### src/rtl/fpadd_pkg.sv
// Shared definitions for the fpadd front end: precision/opcode encodings,
// exponent re-bias constants and the operand queue entry layout.
package fpadd_pkg;

    localparam logic [1:0] PREC_DP = 2'b00;
    localparam logic [1:0] PREC_SP = 2'b01;
    localparam logic [1:0] PREC_HP = 2'b11;

    localparam logic [2:0] OP_ABS = 3'b100;
    localparam logic [2:0] OP_NEG = 3'b101;

    localparam logic [10:0] SP_TO_DP_BIAS = 11'd896;
    localparam logic [10:0] HP_TO_DP_BIAS = 11'd1008;

    typedef struct packed {
        logic [63:0] float1;
        logic [63:0] float2;
        logic [2:0]  op_type;
        logic [1:0]  p;
    } fpadd_entry_t;

endpackage

### src/rtl/fpadd_widen.sv
// Combinational widener: re-lays a single- or half-precision operand into
// double-precision exponent/fraction fields (sign handled by the caller).
module fpadd_widen
    import fpadd_pkg::*;
(
    input  logic [62:0] op,
    input  logic        conv_sp,
    input  logic        conv_hp,
    output logic [62:0] exp_frac
);

    logic [7:0]  sp_e;
    logic [4:0]  hp_e;
    logic [10:0] e11;

    assign sp_e = op[62:55];
    assign hp_e = op[62:58];

    // Zero and all-ones exponents map to their DP counterparts; denormal
    // fractions are copied unnormalised.
    always_comb begin
        e11      = '0;
        exp_frac = op;
        if (conv_hp) begin
            if (hp_e == 5'h00) begin
                e11 = 11'h000;
            end else if (hp_e == 5'h1f) begin
                e11 = 11'h7ff;
            end else begin
                e11 = {6'b0, hp_e} + HP_TO_DP_BIAS;
            end
            exp_frac = {e11, op[57:48], 42'b0};
        end else if (conv_sp) begin
            if (sp_e == 8'h00) begin
                e11 = 11'h000;
            end else if (sp_e == 8'hff) begin
                e11 = 11'h7ff;
            end else begin
                e11 = {3'b0, sp_e} + SP_TO_DP_BIAS;
            end
            exp_frac = {e11, op[54:32], 29'b0};
        end
    end

endmodule

### src/rtl/fpadd_input_stage.sv
// Operand converter for fpadd followed by a DEPTH-entry elastic queue;
// in_ready/out_valid/count depend only on registered state.
module fpadd_input_stage
    import fpadd_pkg::*;
#(
    parameter int DEPTH = 4
) (
    input  logic                     clk,
    input  logic                     reset,
    input  logic                     flush,
    input  logic                     in_valid,
    output logic                     in_ready,
    input  logic [63:0]              op1,
    input  logic [63:0]              op2,
    input  logic [2:0]               op_type,
    input  logic [1:0]               P,
    output logic                     out_valid,
    input  logic                     out_ready,
    output logic [63:0]              Float1,
    output logic [63:0]              Float2,
    output logic [2:0]               out_op_type,
    output logic [1:0]               out_P,
    output logic [$clog2(DEPTH):0]   count
);

    localparam int PW = $clog2(DEPTH);
    localparam int CW = PW + 1;

    logic          x_sel;
    logic          conv_hp;
    logic          conv_sp;
    logic          negate;
    logic          abs_val;
    logic [62:0]   mag1;
    logic [62:0]   mag2;
    fpadd_entry_t  entry_in;

    assign x_sel   = op_type[2] & op_type[1];
    assign conv_hp = (P == PREC_HP) & ~x_sel;
    assign conv_sp = ~conv_hp & (x_sel ^ P[0]);
    assign negate  = (op_type == OP_NEG);
    assign abs_val = (op_type == OP_ABS);

    fpadd_widen u_widen1 (
        .op       (op1[62:0]),
        .conv_sp  (conv_sp),
        .conv_hp  (conv_hp),
        .exp_frac (mag1)
    );

    fpadd_widen u_widen2 (
        .op       (op2[62:0]),
        .conv_sp  (conv_sp),
        .conv_hp  (conv_hp),
        .exp_frac (mag2)
    );

    assign entry_in.float1  = {(op1[63] ^ negate) & ~abs_val, mag1};
    assign entry_in.float2  = {op2[63], mag2};
    assign entry_in.op_type = op_type;
    assign entry_in.p       = P;

    fpadd_entry_t   mem_q [DEPTH];
    fpadd_entry_t   mem_d [DEPTH];
    logic [PW-1:0]  wr_ptr_q, wr_ptr_d;
    logic [PW-1:0]  rd_ptr_q, rd_ptr_d;
    logic [CW-1:0]  count_q, count_d;
    logic           push;
    logic           pop;

    // Full blocks input even if the head pops this cycle: no out_ready->in_ready path.
    assign in_ready  = (count_q != CW'(DEPTH));
    assign out_valid = (count_q != '0);
    assign push      = in_valid & in_ready & ~flush & ~reset;
    assign pop       = out_valid & out_ready & ~flush & ~reset;

    always_comb begin
        mem_d    = mem_q;
        wr_ptr_d = wr_ptr_q;
        rd_ptr_d = rd_ptr_q;
        count_d  = count_q;
        if (flush) begin
            wr_ptr_d = '0;
            rd_ptr_d = '0;
            count_d  = '0;
        end else begin
            if (push) begin
                mem_d[wr_ptr_q] = entry_in;
                wr_ptr_d        = wr_ptr_q + PW'(1);
            end
            if (pop) begin
                rd_ptr_d = rd_ptr_q + PW'(1);
            end
            case ({push, pop})
                2'b10:   count_d = count_q + CW'(1);
                2'b01:   count_d = count_q - CW'(1);
                default: count_d = count_q;
            endcase
        end
    end

    always_ff @(posedge clk) begin
        if (reset) begin
            wr_ptr_q <= '0;
            rd_ptr_q <= '0;
            count_q  <= '0;
        end else begin
            wr_ptr_q <= wr_ptr_d;
            rd_ptr_q <= rd_ptr_d;
            count_q  <= count_d;
        end
    end

    // Storage is deliberately left out of reset.
    always_ff @(posedge clk) begin
        mem_q <= mem_d;
    end

    assign Float1      = mem_q[rd_ptr_q].float1;
    assign Float2      = mem_q[rd_ptr_q].float2;
    assign out_op_type = mem_q[rd_ptr_q].op_type;
    assign out_P       = mem_q[rd_ptr_q].p;
    assign count       = count_q;

endmodule

### config.mk
export PLATFORM = sky130hd
export DESIGN_NAME = fpadd_input_stage
export DESIGN_NICKNAME = d
export VERILOG_FILES = /design/src/rtl/fpadd_pkg.sv /design/src/rtl/fpadd_widen.sv /design/src/rtl/fpadd_input_stage.sv
export SDC_FILE = /design/constraint.sdc
export NUM_CORES = 1
export LEC_CHECK = 0
export CAP_MARGIN = 20
export CORE_ASPECT_RATIO = 1.1
export CORE_MARGIN = 2
export CORE_UTILIZATION = 45
export DETAILED_ROUTE_END_ITERATION = 8
export MAX_ROUTING_LAYER = met4
export PLACE_DENSITY = 0.74
export RECOVER_POWER = 100
export SYNTH_ARGS = -nofsm -noshare
export SYNTH_HDL_FRONTEND = slang
export SYNTH_SLANG_ARGS = --single-unit
### constraint.sdc
create_clock -name clk -period 12.2 [get_ports clk]
set_clock_uncertainty 0.05 [all_clocks]
set_input_delay 1.83 -clock clk [delete_from_list [all_inputs] [get_ports clk]]
set_output_delay 1.83 -clock clk [all_outputs]
set_load 0.03 [all_outputs]
# Word-level counts from Yosys, hierarchy flattened
# Cells that the tools add are included.
[totals] in_bits=138 output_inout_bits=138 register_bits=539
[op_classes] n_lt_le_gt_ge=3 n_reduce_logical=9 eq_ne=10 n_addsub=8 muxes=19 bitwise_logic=19
[op_table] cell="$bwmux 532" count=1
[op_table] cell="$mux 133" count=3
[op_table] cell="$bmux 133 s2" count=1
[op_table] cell="$demux 133 s2" count=1
[op_table] cell="$mux 63" count=4
[op_table] cell="$mux 11" count=8
[op_table] cell="$add 5x10->11 const B" count=2
[op_table] cell="$add 8x10->11 const B" count=2
[op_table] cell="$eq 8x8->1 const B" count=2
[op_table] cell="$logic_not 8->1" count=2
[op_table] cell="$and 1x1->1" count=10
[op_table] cell="$eq 5x5->1 const B" count=2
[op_table] cell="$logic_not 5->1" count=2
[op_table] cell="$eq 3x3->1 const B" count=2
[op_table] cell="$ge 3x3->1 const B" count=2
[op_table] cell="$not 2->3" count=2
[op_table] cell="$pmux 3 s2" count=1
[op_table] cell="$not 1->1" count=5
[op_table] cell="$add 2x1->2 const B" count=2
[op_table] cell="$eq 2x2->1 const B" count=2
[op_table] cell="$add 3x1->3 const B" count=1
[op_table] cell="$lt 3x1->1 const B" count=1
[op_table] cell="$ne 3x3->1 const B" count=1
[op_table] cell="$reduce_bool 3->1" count=1
[op_table] cell="other kinds (7)" count=8

# Depth between registers and ports, before layout
[logic_depth] word_depth=8 mapped_depth=10 ltp_nobuf=10

# Modules after synthesis
# From an unflattened synthesis, not the netlist that was laid out.
[unflattened] hier_cells=1013 area_unflattened_um2=21286.7
[modules_own_cells] mod="fpadd_input_stage" instances=1 cells_each=753 area_each_um2=19642.6 seq_area_each_um2=16115.5
[modules_own_cells] mod="fpadd_widen" instances=2 cells_each=130 area_each_um2=822.0 seq_area_each_um2=0.0

# Worst setup path after synthesis
# Ideal clock, no wire load.
[synth_timing] path_type="input to register" from="input reset" to="register mem_q[0] in the netlist's numbering (enable)" setup_time_ns=0.508 required_ns=11.642 stages=4 setup_slack_ns=6.076 arrival_time_ns=5.565 cell_sequence="or2_2 clkbuf_1 nor2_1 and2_1"
[synth_via] elab_chain_cells=3
[synth_rtl] item="start, declared" line="fpadd_input_stage.sv:9" text="input logic reset,"
[synth_rtl] item="$not 1->1" line="fpadd_input_stage.sv:74" text="assign push = in_valid & in_ready & ~flush & ~reset;"
[synth_rtl] item="$and 1x1->1" line="fpadd_input_stage.sv:74"
[synth_rtl] item="$reduce_and 2->1 (no line)"
[synth_rtl] item="end signal, assigned" line="fpadd_input_stage.sv:116" text="mem_q <= mem_d;"
[synth_rtl] item="end, declared" line="fpadd_input_stage.sv:63" text="fpadd_entry_t mem_q [DEPTH];"
# Every way passes these cells.
# A chain may end at the register's enable or synchronous reset.

# Worst setup path after layout
[layout_timing] from="input flush" to="register mem_q[292] in the netlist's numbering (enable)"
[layout_via] elab_chain_cells=4
[layout_rtl] item="start, declared" line="fpadd_input_stage.sv:10" text="input logic flush,"
[layout_rtl] item="$not 1->1 (no line) (*)"
[layout_rtl] item="$and 1x1->1 (2 in a row)" line="fpadd_input_stage.sv:74"
[layout_rtl] item="$reduce_and 2->1 (no line) (*)"
# Mark *: on every way between the ends. The rest lies on a longest branch, timed or not.

==> flow_summary.toml <==
[sta]
rsz0062_at_grt = "false"
max_freq_mhz = 126
tns_ns = 0
fin_crit_ns = 7.91
setup_violations = 0
tightest_slew_ns = 3.92
maxSlewViolCount = 744
max_slew_margin = -1.61
hold_viol_final = 0
min_period_over_period = 0.648

[global_route]
met2_usage = 0.316
antenna_found_initial = 2
grt_max_degree = 70
grt_overflow = 0
grt_pass1_vias = 11200
grtUsageMet3 = 0.0356
grt_pass1_wl_um = 68700
grtUsageMet1 = 0.253
grt-busiest-layer = "met2"
grt_util_all_layers = 0.194

[critical_path]
crit_path_end_kind = "flip-flop"
cp_max_fo = 58
cp_top_family = "buffers and inverters"
cp-start-kind = "input pin"
worstPathCellList = "dlygate4sd3_1 > or2_0 > nor2_1 > and2_0 > clkbuf_1"
cp_data_arrival_time_ns = 7.96
max_stage_delay_ns = 2.82
path_class = "in2reg"
path_buf_inv = 2
cp_slowest_cell = "clkbuf_1"
cp.required_ns = 12.25

[clock_network]
cts_setup_buffers = 0
clock-sinks = 539
path_clk_slew_ns = 0.06
post_cts_resized = 0
clk_latency_ns = 0.59
htreeDepth = 2
root_buffer = "clkbuf_16"
cts_tree = "built"
max-clock-path-buffers = 3
cts_hold_buf = 0
cts_made_buffers = 52

[layout]
final_nets = 1473
area_growth_pct = 24.1
layout-drive-gt1-share = 0.159
fin_util = 0.565

[floorplan]
ios = 276
fp.coreArea_mm2 = 0.0466
die-height_um = 232
rows = 83
die_w_um = 211
die-area_mm2 = 0.0490
initial_core_util = 0.455

[route]
wirelength_um = 46000
drtPass1Iterations = 5
vias = 10800
post_drt_wl_per_cell_um = 23.4
drt_iter0_markers = 748
drt-vias-per-instance = 5.48
drcViolationCount = 0
detail-route-antenna-nets = 0

[yosys]
ys_seq_area_frac = 0.759
syn_area_per_cell_um2 = 20.3
yosysWarnings = 0
synth_area_mm2 = 0.0212
ys_types = 34
synth_fp_nets = 1188
syn_inst = 1044
ys_seq_elements = 539

[place]
globalplace.congestion = 0.764
dpl.hpwl_um = 27900
port_buffers = 275

[min_path]
hold_path_class = "reg2reg"

[status]
violations = "capacitance limit, slew limit"
outcome = "finished, violations left"

[pwr]
leakage_nw = 8.40
powerDensity_mw_per_mm2 = 154
ir_drop_mv = 0.0824

[flow_run]
drv_cap = 16
==> per-stage QoR <==
stage	total power [mW]	area (um2)	hold WS, ns	instances	setup WS, ns
finish	4.06	26400	0.456	1966	4.29
detailed placement	2.38	24600	0.447	1870	6.91
global route	4.18	26400	0.496	1966	3.67
CTS	4.10	26400	0.456	1964	6.29
global placement	2.37	24600	0.437	1870	6.90
floorplan	2.25	21200	0.419	1044	6.08
==> cell families (layout without fill, tap and decap cells) <==
family / Yosys count / after routing / synth area share
buffers and inverters: 65 / 390 / 0.0157
other: 0 / 2 / 0
adders and majority gates: 6 / 6 / 0.00389
muxes: 171 / 171 / 0.160
and+or+nand+nor: 187 / 187 / 0.0427
xor gates and xnor gates: 6 / 6 / 0.00247
AOI/OAI and AO/OA: 70 / 70 / 0.0170
DFF: 539 / 539 / 0.759
==> worst paths after layout <==
| kind | start | cells after the start | end | slack [ns] |
|---|---|---|---|---|
| setup reg to reg | count[0] | 5 | mem_q[292] | 5.83 |
| setup / recovery | flush | 5 | mem_q[292] | 4.29 |
| hold / removal | count[2] | 2 | count[2] | 0.46 |
| hold reg to reg | count[2] | 2 | count[2] | 0.46 |
==> routing by layer <==
metal | wire (um) | part of all wire | up-vias
met5 | 0 | 0 | -
met4 | 865 | 0.019 | 0
met3 | 2740 | 0.060 | 73
met2 | 23200 | 0.50 | 346
met1 | 19200 | 0.42 | 5570
li1 | - | - | 4786
==> cell type report <==
| type | count | area [um2] |
|---|---|---|
| antenna | 2 | 5.00 |
| clock buffer | 61 | 1360 |
| clock inverter | 33 | 489 |
| fill | 3470 | 20300 |
| inverter | 7 | 26.3 |
| multi-input combinational | 440 | 4800 |
| sequential | 539 | 16100 |
| tap | 595 | 744 |
| timing repair buffer | 289 | 2820 |
==> state kept, by name (all words and copies together) (netlist names) <==
name,flops
mem_q,532
count,3
rd_ptr_q,2
wr_ptr_q,2
==> synthesized netlist by cell type, drive strengths merged <==
cell type,number,area share
dfxtp,7,0.0066
xor2,4,0.0016
xnor2,2,0.00082
nand4,3,0.00088
o21ai,38,0.0090
a21oi,29,0.0068
clkbuf,24,0.0042
or2,1,0.00029
edfxtp,532,0.75
nor4,4,0.0012
nor2,8,0.0014
mux2i,37,0.018
nand2,99,0.018
a32oi,2,0.00082
mux4,133,0.14
inv,7,0.0012
fa,1,0.00094
mux2,1,0.00053
o31ai,1,0.00035
ha,5,0.0029
and2,62,0.018
and3,2,0.00059
or3,2,0.00059
or3b,1,0.00041
buf,34,0.010
nand2b,2,0.00071
nand3,3,0.00071
==> cells in the final DEF, fill, tap and decap left out, types with 2 or more instances in the layout <==
cell / instances
bufinv_16: 13
xor2_1: 3
nand3_1: 3
ha_1: 5
clkinv_1: 9
dlygate4sd3_1: 144
buf_4: 3
mux4_2: 133
a32oi_1: 2
or3_1: 2
nor4_1: 4
nand2_1: 99
dfxtp_1: 6
a21oi_1: 29
o21ai_0: 38
diode_2: 2
clkbuf_16: 53
edfxtp_1: 532
clkdlybuf4s50_1: 131
nand4_1: 3
clkbuf_1: 19
nor2_1: 8
xnor2_1: 2
and2_0: 62
clkinv_4: 2
and3_1: 2
inv_1: 7
mux2i_1: 37
clkinv_2: 8
==> power breakdown <==
group | switching (mW) | internal [mW] | total [mW]
combinational | 0.144 | 0.0958 | 0.240
sequential | 0.00473 | 2.08 | 2.09
clock | 0.662 | 1.07 | 1.73
==> tightest hold or removal path: stages (launching register included) <==
cell	delay, ns
dfxtp_1	0.33
o21ai_0	0.07
a21oi_1	0.06
(Power assumes the default switching activity.)
